$ cat src/rtl/pc_fetch_unit.sv
// pc_fetch_unit: fetch stage feeding a byte-addressed instruction ROM.
// Owns the program counter, captures the ROM word into an IF/ID register and
// hands it to decode over a valid/ready handshake. Handles redirects,
// back-pressure, end-of-ROM halt and misaligned-redirect faults.
//
// Ports:
//   clk, rst_n        clock, asynchronous active-low reset
//   pc_o              fetch address to ROM (registered)
//   instr_i           ROM word, combinational from pc_o
//   redirect_valid_i  taken branch/jump this cycle
//   redirect_pc_i     redirect target
//   id_ready_i        decode accepts IF/ID contents this cycle
//   if_valid_o        IF/ID holds a valid instruction
//   if_instr_o        captured instruction
//   if_pc_o           PC of captured instruction
//   if_pc_plus4_o     if_pc_o + 4 (link/return address)
//   halted_o          high while in HALT
//   fault_o           sticky misaligned-redirect fault
module pc_fetch_unit #(
  parameter int unsigned ADDRESS_WIDTH = 32,
  parameter logic [ADDRESS_WIDTH-1:0] RESET_PC = '0,
  parameter int unsigned ROM_BYTES = 28
) (
  input  logic                     clk,
  input  logic                     rst_n,
  output logic [ADDRESS_WIDTH-1:0] pc_o,
  input  logic [31:0]              instr_i,
  input  logic                     redirect_valid_i,
  input  logic [ADDRESS_WIDTH-1:0] redirect_pc_i,
  input  logic                     id_ready_i,
  output logic                     if_valid_o,
  output logic [31:0]              if_instr_o,
  output logic [ADDRESS_WIDTH-1:0] if_pc_o,
  output logic [ADDRESS_WIDTH-1:0] if_pc_plus4_o,
  output logic                     halted_o,
  output logic                     fault_o
);

  localparam logic [ADDRESS_WIDTH-1:0] LAST_PC = ADDRESS_WIDTH'(ROM_BYTES - 4);
  localparam logic [ADDRESS_WIDTH-1:0] PC_STEP = ADDRESS_WIDTH'(4);

  typedef enum logic [1:0] {
    BOOT  = 2'd0,
    RUN   = 2'd1,
    HALT  = 2'd2,
    FAULT = 2'd3
  } state_t;

  state_t state;

  logic in_range_c;
  logic cap_c;
  logic xfer_c;
  logic misaligned_c;

  // Capture / handshake qualifiers
  always_comb begin
    in_range_c   = (pc_o <= LAST_PC);
    xfer_c       = if_valid_o && id_ready_i;
    misaligned_c = (redirect_pc_i[1:0] != 2'b00);
    cap_c        = (state == RUN) && !redirect_valid_i &&
                   (!if_valid_o || id_ready_i) && in_range_c;
  end

  // Fetch state machine with registered outputs
  always_ff @(posedge clk or negedge rst_n) begin
    if (!rst_n) begin
      state         <= BOOT;
      pc_o          <= RESET_PC;
      if_valid_o    <= 1'b0;
      if_instr_o    <= '0;
      if_pc_o       <= '0;
      if_pc_plus4_o <= '0;
      halted_o      <= 1'b0;
      fault_o       <= 1'b0;
    end else if (state != FAULT) begin
      if (redirect_valid_i) begin
        // Redirect flushes IF/ID regardless of decode readiness
        if_valid_o <= 1'b0;
        halted_o   <= 1'b0;
        if (misaligned_c) begin
          state   <= FAULT;
          fault_o <= 1'b1;
        end else begin
          pc_o  <= redirect_pc_i;
          state <= RUN;
        end
      end else begin
        case (state)
          BOOT: state <= RUN;
          RUN: begin
            if (cap_c) begin
              if_instr_o    <= instr_i;
              if_pc_o       <= pc_o;
              if_pc_plus4_o <= pc_o + PC_STEP;
              if_valid_o    <= 1'b1;
              pc_o          <= pc_o + PC_STEP;
            end else begin
              if (xfer_c) if_valid_o <= 1'b0;
              // Past the last word: stop fetching, let the held entry drain
              if (!in_range_c) begin
                state    <= HALT;
                halted_o <= 1'b1;
              end
            end
          end
          HALT: begin
            if (xfer_c) if_valid_o <= 1'b0;
          end
          default: state <= FAULT;
        endcase
      end
    end
  end

endmodule

$ cat config.mk
export PLATFORM = sky130hd
export DESIGN_NAME = pc_fetch_unit
export DESIGN_NICKNAME = d
export VERILOG_FILES = /design/src/rtl/pc_fetch_unit.sv
export SDC_FILE = /design/constraint.sdc
export NUM_CORES = 1
export LEC_CHECK = 0
export CORE_ASPECT_RATIO = 0.9
export CORE_MARGIN = 4
export CORE_UTILIZATION = 30
export CTS_BUF_LIST = sky130_fd_sc_hd__clkbuf_8 sky130_fd_sc_hd__clkbuf_16
export CTS_CLUSTER_DIAMETER = 50
export DETAILED_ROUTE_END_ITERATION = 16
export GPL_TIMING_DRIVEN = 0
export PLACE_DENSITY = 0.7
export SLEW_MARGIN = 20
export SYNTH_ARGS = -nofsm -noshare
export SYNTH_HDL_FRONTEND = slang
export SYNTH_SLANG_ARGS = --single-unit
$ cat constraint.sdc
create_clock -name clk -period 2.2 [get_ports clk]
set_clock_uncertainty 0.15 [all_clocks]
set_input_delay 0.22 -clock clk [delete_from_list [all_inputs] [get_ports clk]]
set_output_delay 0.22 -clock clk [all_outputs]
set_load 0.02 [all_outputs]
Word level (Yosys, flattened, before mapping)
Index checks and enable logic that the tools add are counted.
Word-level totals
  register bits after elaboration: 133
  bits of input ports: 68
  output and inout bits: 131
  word-level logic and storage cells: 55
Operators by class
  add/subtract/negate cells: 1
  order comparisons: 1
  equal/unequal tests: 9
  mux-type cells: 17
  bitwise logic cells: 1
  reduce and logical (&&, ||, !) cells: 18
Operator list (number)
  $mux 32: 4
  $add 32x3->32 const B: 1
  $le 32x5->1 const B: 1
  $reduce_and 4->1: 4
  $ne 2x2->1 const B: 5
  $mux 2: 4
  $mux 1: 7
  $ne 3x3->1 const B: 2
  $pmux 2 s3: 1
  $reduce_bool 2->1: 3
  $logic_and 1x1->1: 4
  $reduce_and 3->1: 1
  $reduce_bool 3->1: 1
  $eq 2x1->1 const B: 1
  $eq 2x2->1 const B: 1
  $logic_not 1->1: 2
  $logic_not 2->1: 1
  $pmux 1 s2: 1
  $reduce_and 2->1: 1
  $logic_or 1x1->1: 1
  $not 1->1: 1

Depth between registers and ports, before layout
Gate-level depths: netlist of the first run.
  word-level depth: 7
  depth in mapped cells: 8
  depth with buffers taken out: 6

Least setup slack after synthesis of the first run
No wires, ideal clock.
  path kind: flip-flop to flip-flop
  start point: reg pc_o[2]
  end point: reg if_instr_o[0]
  library setup time: 125 ps
  arrival: 2054 ps
  required time: 1925 ps
  path slack: -129 ps
  stages on the path, launching flop included: 8
  path buffers: 1
  clock period less this slack: 2329 ps
  path through: dfrtp_1 > inv_1 > ha_1 > nor3b_1 > o2111ai_2 > nor3_4 > buf_6 > mux2_2
Between the ends
  word-level cells in the longest chain between the ends: 3
Ends and longest elaborated chain
  from (decl): RTL line 26  | output logic [ADDRESS_WIDTH-1:0] pc_o,
  from (signal assigned): RTL line 85  | pc_o <= redirect_pc_i;
  from (signal assigned): RTL line 97  | pc_o <= pc_o + PC_STEP;
  $le 32x5->1: RTL line 58  | in_range_c = (pc_o <= LAST_PC);
  $logic_and 1x1->1: RTL line 62  | (!if_valid_o || id_ready_i) && in_range_c;
  $reduce_and 4->1 (no source line)
  to (signal assigned): RTL line 93  | if_instr_o <= instr_i;
  to (decl): RTL line 32  | output logic [31:0] if_instr_o,
No other way between the ends.
A chain may end at the register's enable or synchronous reset.

Worst setup path in the final report of the first run
  start point: reg pc_o[12]
  end point: reg if_instr_o[30]
The elaborated chain is that of the path after synthesis.

==> results.txt, run 1 <==
----------------------------------------------------
[Clock tree]
  Inserted Clock Buffers ... 17
  Htree depth ... 4
  Clock network latency to the later pin of the worst-skew pair ... 0.41 ns
  Master cell of the clock root buffer ... clkbuf_16
  Clock slew seen by the registers of the worst setup and hold paths ... 0.06 ns
  TritonCTS Sinks ... 131
  TritonCTS clock tree ... built
  Longest Clk Path Bufs ... 2

[Timing]
  Minimum clock period ... 2.22 ns
  Part of the cycle the worst path needs ... 101%
  Setup repair after global routing missed its margin ... yes
  Endpoints failing hold ... 0
  Slew margin rel. ... 60.9%
  Worst-margin pin slew ... 0.582 ns
  Pins Over Slew Limit ... 0
  Total negative slack ... -0.317 ns
  Final worst slack ... -0.0225 ns
  Finish-stage setup viols ... 26
  Max Clk Rate ... 0.450 GHz
  Hold_ws ... 0.137 ns

[Synth]
  Post-Synthesis Net Count ... 522
  Post-synth EDFFs ... 0
  Cell taking the most area after synthesis ... dfrtp_1
  Synthesized cell area ... 5470 µm²
  Average cell area after synthesis ... 12.1 µm²
  Flip-flop and latch count after synthesis ... 131
  Top flip-flop cell by instance count after synthesis ... dfrtp_1
  Synth top area cells ... dfrtp_1 60%, mux2_2 8.4%, nor2b_1 6.4%
  Number of warnings issued by yosys ... 0
  Fraction of synthesized cell area taken by the top area cell type ... 59.9%
  Post-synthesis cell count ... 452
  Fraction of the yosys area taken by sequential cells ... 59.9%
  Count of distinct cell types in the synthesized netlist ... 49
  Fraction of registers with async set or reset after synthesis ... 100%

[Critical path]
  Reg-to-reg critical path startpoint ... pc_o[12]
  Crit. End Element ... flip-flop
  Type of the setup path with the least slack ... reg2reg
  Crit start category ... flip-flop
  Worst EP arrival ... 2.36 ns
  Crit path required time ... 2.34 ns
  Largest fanout of any net on the critical path ... 10
  Start point of the critical path ... pc_o[12]
  Reg2Reg Depth ... 6

[Floorplan]
  Number of core rows ... 46
  Core footprint ... 17800 µm²
  Die height ... 136 µm
  Die area ... 20500 µm²
  # IOs ... 199
  Initial core utilization ... 30.8%
  Horiz. Die Dim ... 150 µm

[Route]
  Total routed wirelength ... 16600 µm
  Per-cell via count in the routed design ... 4.85
  Count of antenna-violating nets left after detailed routing ... 0
  DRC marker count from the first detailed-route iteration ... 206
  Wire per inst ... 17.5 µm
  Post-route DRC ... 0
  Detailed-router iteration count before antenna repair ... 5
  Routed via count ... 4586

[Run status]
  Failing checks ... negative setup slack
  Outcome ... finished, violations left

[Place]
  Weighted congestion reported at the end of routability-driven placement ... 0.854
  DPL Wire Length ... 11800 µm
  Port Buffers ... 198
  Pre-CTS WS ... -0.549 ns
  Total cell area at the placement stage ... 7790 µm²
  Placed Cells incl. Taps ... 891

[Pwr]
  LEAKAGE ... 3.90 nW
  Peak supply drop ... 0.551 mV
  Overall power ... 5.87 mW
  Pwr/cell area ... 661 nW/µm²

[Min path]
  Min-Delay Path Class ... in2async

[Cells and area]
  Final Core Density ... 50.0%
  Number of inserted diodes ... 0
  Fill cell count ... 1524
  Area of combinational cells with multiple inputs ... 2210 µm²
  Number of nets in the final layout ... 763
  Area used by sequential logic in the layout ... 3290 µm²
  Count of placed standard cells in the final layout, fillers left out ... 946
  Area growth, synth to finish ... 62.5%
  Final instance area ... 8890 µm²
  Ratio of cells with drive above 1 in the final layout ... 21.0%

[GRT]
  Global route total overflow ... 0
  Vias in the first global route ... 4798
  Overall fraction of global-route tracks in use ... 16.4%
  Global-route wire length before repair ... 26400 µm
  Largest net degree at the start of global routing ... 89
  Number of antenna violations at the first check in global routing ... 0

[Run]
  Number of violations of the max-capacitance limit ... 0

----------------------------------------------------
worst max-delay path, stage by stage, from the launching register on:
cell	delay (ns)
dfrtp_2	0.46
nor4_4	0.31
nand4_1	0.23
nor3_4	0.28
buf_12	0.18
buf_8	0.14
mux2_2	0.34
flip-flops by register name, indices dropped and copies added (netlist names):
signal and flops:
state 2, if_valid_o 1, fault_o 1, halted_o 1
pc_o 32, if_instr_o 32, if_pc_plus4_o 30, if_pc_o 32
Yosys cell counts (2+ instances only):
cell type and n:
nor4_2 6, a21o_1 5, a41oi_1 4, buf_6 6, a21oi_1 10, ha_1 2
o2bb2ai_1 2, and2_1 4, nand3_1 13, inv_1 6, and3_1 5, mux2_2 41
nor3b_1 2, nor4_1 6, nor2_1 23, clkbuf_1 11, o211ai_1 2, o21ai_0 18
o31ai_1 4, o22ai_1 5, buf_1 2, or4_1 2, nand4_1 12, and4_1 4
dfrtp_1 131, nand2_1 26, nor2b_1 56, buf_4 6, a31oi_1 8, a211o_1 7
nand2b_1 5
placed cells by master (no fill, tap or decap), types with 8 or more instances in the layout:
cell             Yosys  layout
dfrtp_2              0      12
nand3_1             13      12
nand4_1             12      12
nor4_4               0      10
o21ai_0             18      18
a21oi_1             10      10
mux2_2              41      27
dfrtp_1            131     119
mux2_4               0      14
nor2b_1             56      56
buf_4                6      23
clkdlybuf4s50_1      0     197
nand2_1             26      26
a31oi_1              8       8
clkbuf_16            0      17
nor2_1              23      23
layout make-up:
type	count	area share [%]
Tap cell	240	3.38
Clock inverter	11	1.17
Multi-Input combinational cell	289	24.9
Inverter	6	0.253
Clock buffer	21	5.41
Buffer	26	2.32
Timing Repair Buffer	222	25.5
Sequential cell	131	37.1
repair_timing:
action	4_1_cts	5_1_grt
setup buffers	8	12
resized for setup	42	22
hold buffers	1	0
endpoints found under the hold margin	131	0
gates cloned	2	0
endpoints found under the setup margin	105	105
pin swaps	3	7
kinds of logic after synthesis:
family | Yosys count | share of synthesized area (%)
muxes | 42 | 8.62
adders and majority gates | 2 | 0.457
and+or+nand+nor | 167 | 17.7
buffers and inverters | 32 | 3.45
DFF | 131 | 59.9
AOI/OAI and AO/OA | 76 | 9.52
xor gates and xnor gates | 2 | 0.320
report_power, final:
group / switching (mW) / internal (mW)
Combinational: 0.295 / 0.319
Sequential: 0.0685 / 2.48
Clock: 1.04 / 1.67
path summary, 6_finish.rpt:
path,end,slack [ns]
min in group clk,pc_o[23],0.22
min reg2reg,fault_o,0.34
min,if_pc_plus4_o[11],0.14
max,if_instr_o[30],-0.02
max reg2reg,if_instr_o[30],-0.02
max in group asynchronous,pc_o[7],0.99
per-layer routing:
| layer | routed length (µm) | part of all wire [%] | GRT usage [%] | vias to the layer above |
|---|---|---|---|---|
| met2 | 8280 | 50 | 26.5 | 188 |
| met4 | 229 | 1.4 | 5.28 | 0 |
| li1 | - | - | - | 2103 |
| met3 | 1360 | 8.2 | 5.30 | 20 |
| met1 | 6730 | 41 | 21.1 | 2275 |
| met5 | 0 | 0 | 0 | - |
Note: power is estimated with default switching activity, not from simulation.
==> inputs of run 2 (changes only) <==
--- a/config.mk
+++ b/config.mk
@@ -5,11 +5,12 @@
 export SDC_FILE = /design/constraint.sdc
 export NUM_CORES = 1
 export LEC_CHECK = 0
+export ABC_CLOCK_PERIOD_IN_PS = 2200
 export CORE_ASPECT_RATIO = 0.9
 export CORE_MARGIN = 4
 export CORE_UTILIZATION = 30
 export CTS_BUF_LIST = sky130_fd_sc_hd__clkbuf_8 sky130_fd_sc_hd__clkbuf_16
-export CTS_CLUSTER_DIAMETER = 50
+export CTS_CLUSTER_DIAMETER = 30
 export DETAILED_ROUTE_END_ITERATION = 16
 export GPL_TIMING_DRIVEN = 0
 export PLACE_DENSITY = 0.7
==> results of run 2 <==
Final layout, timing and power as in run 1 (identical DEF).
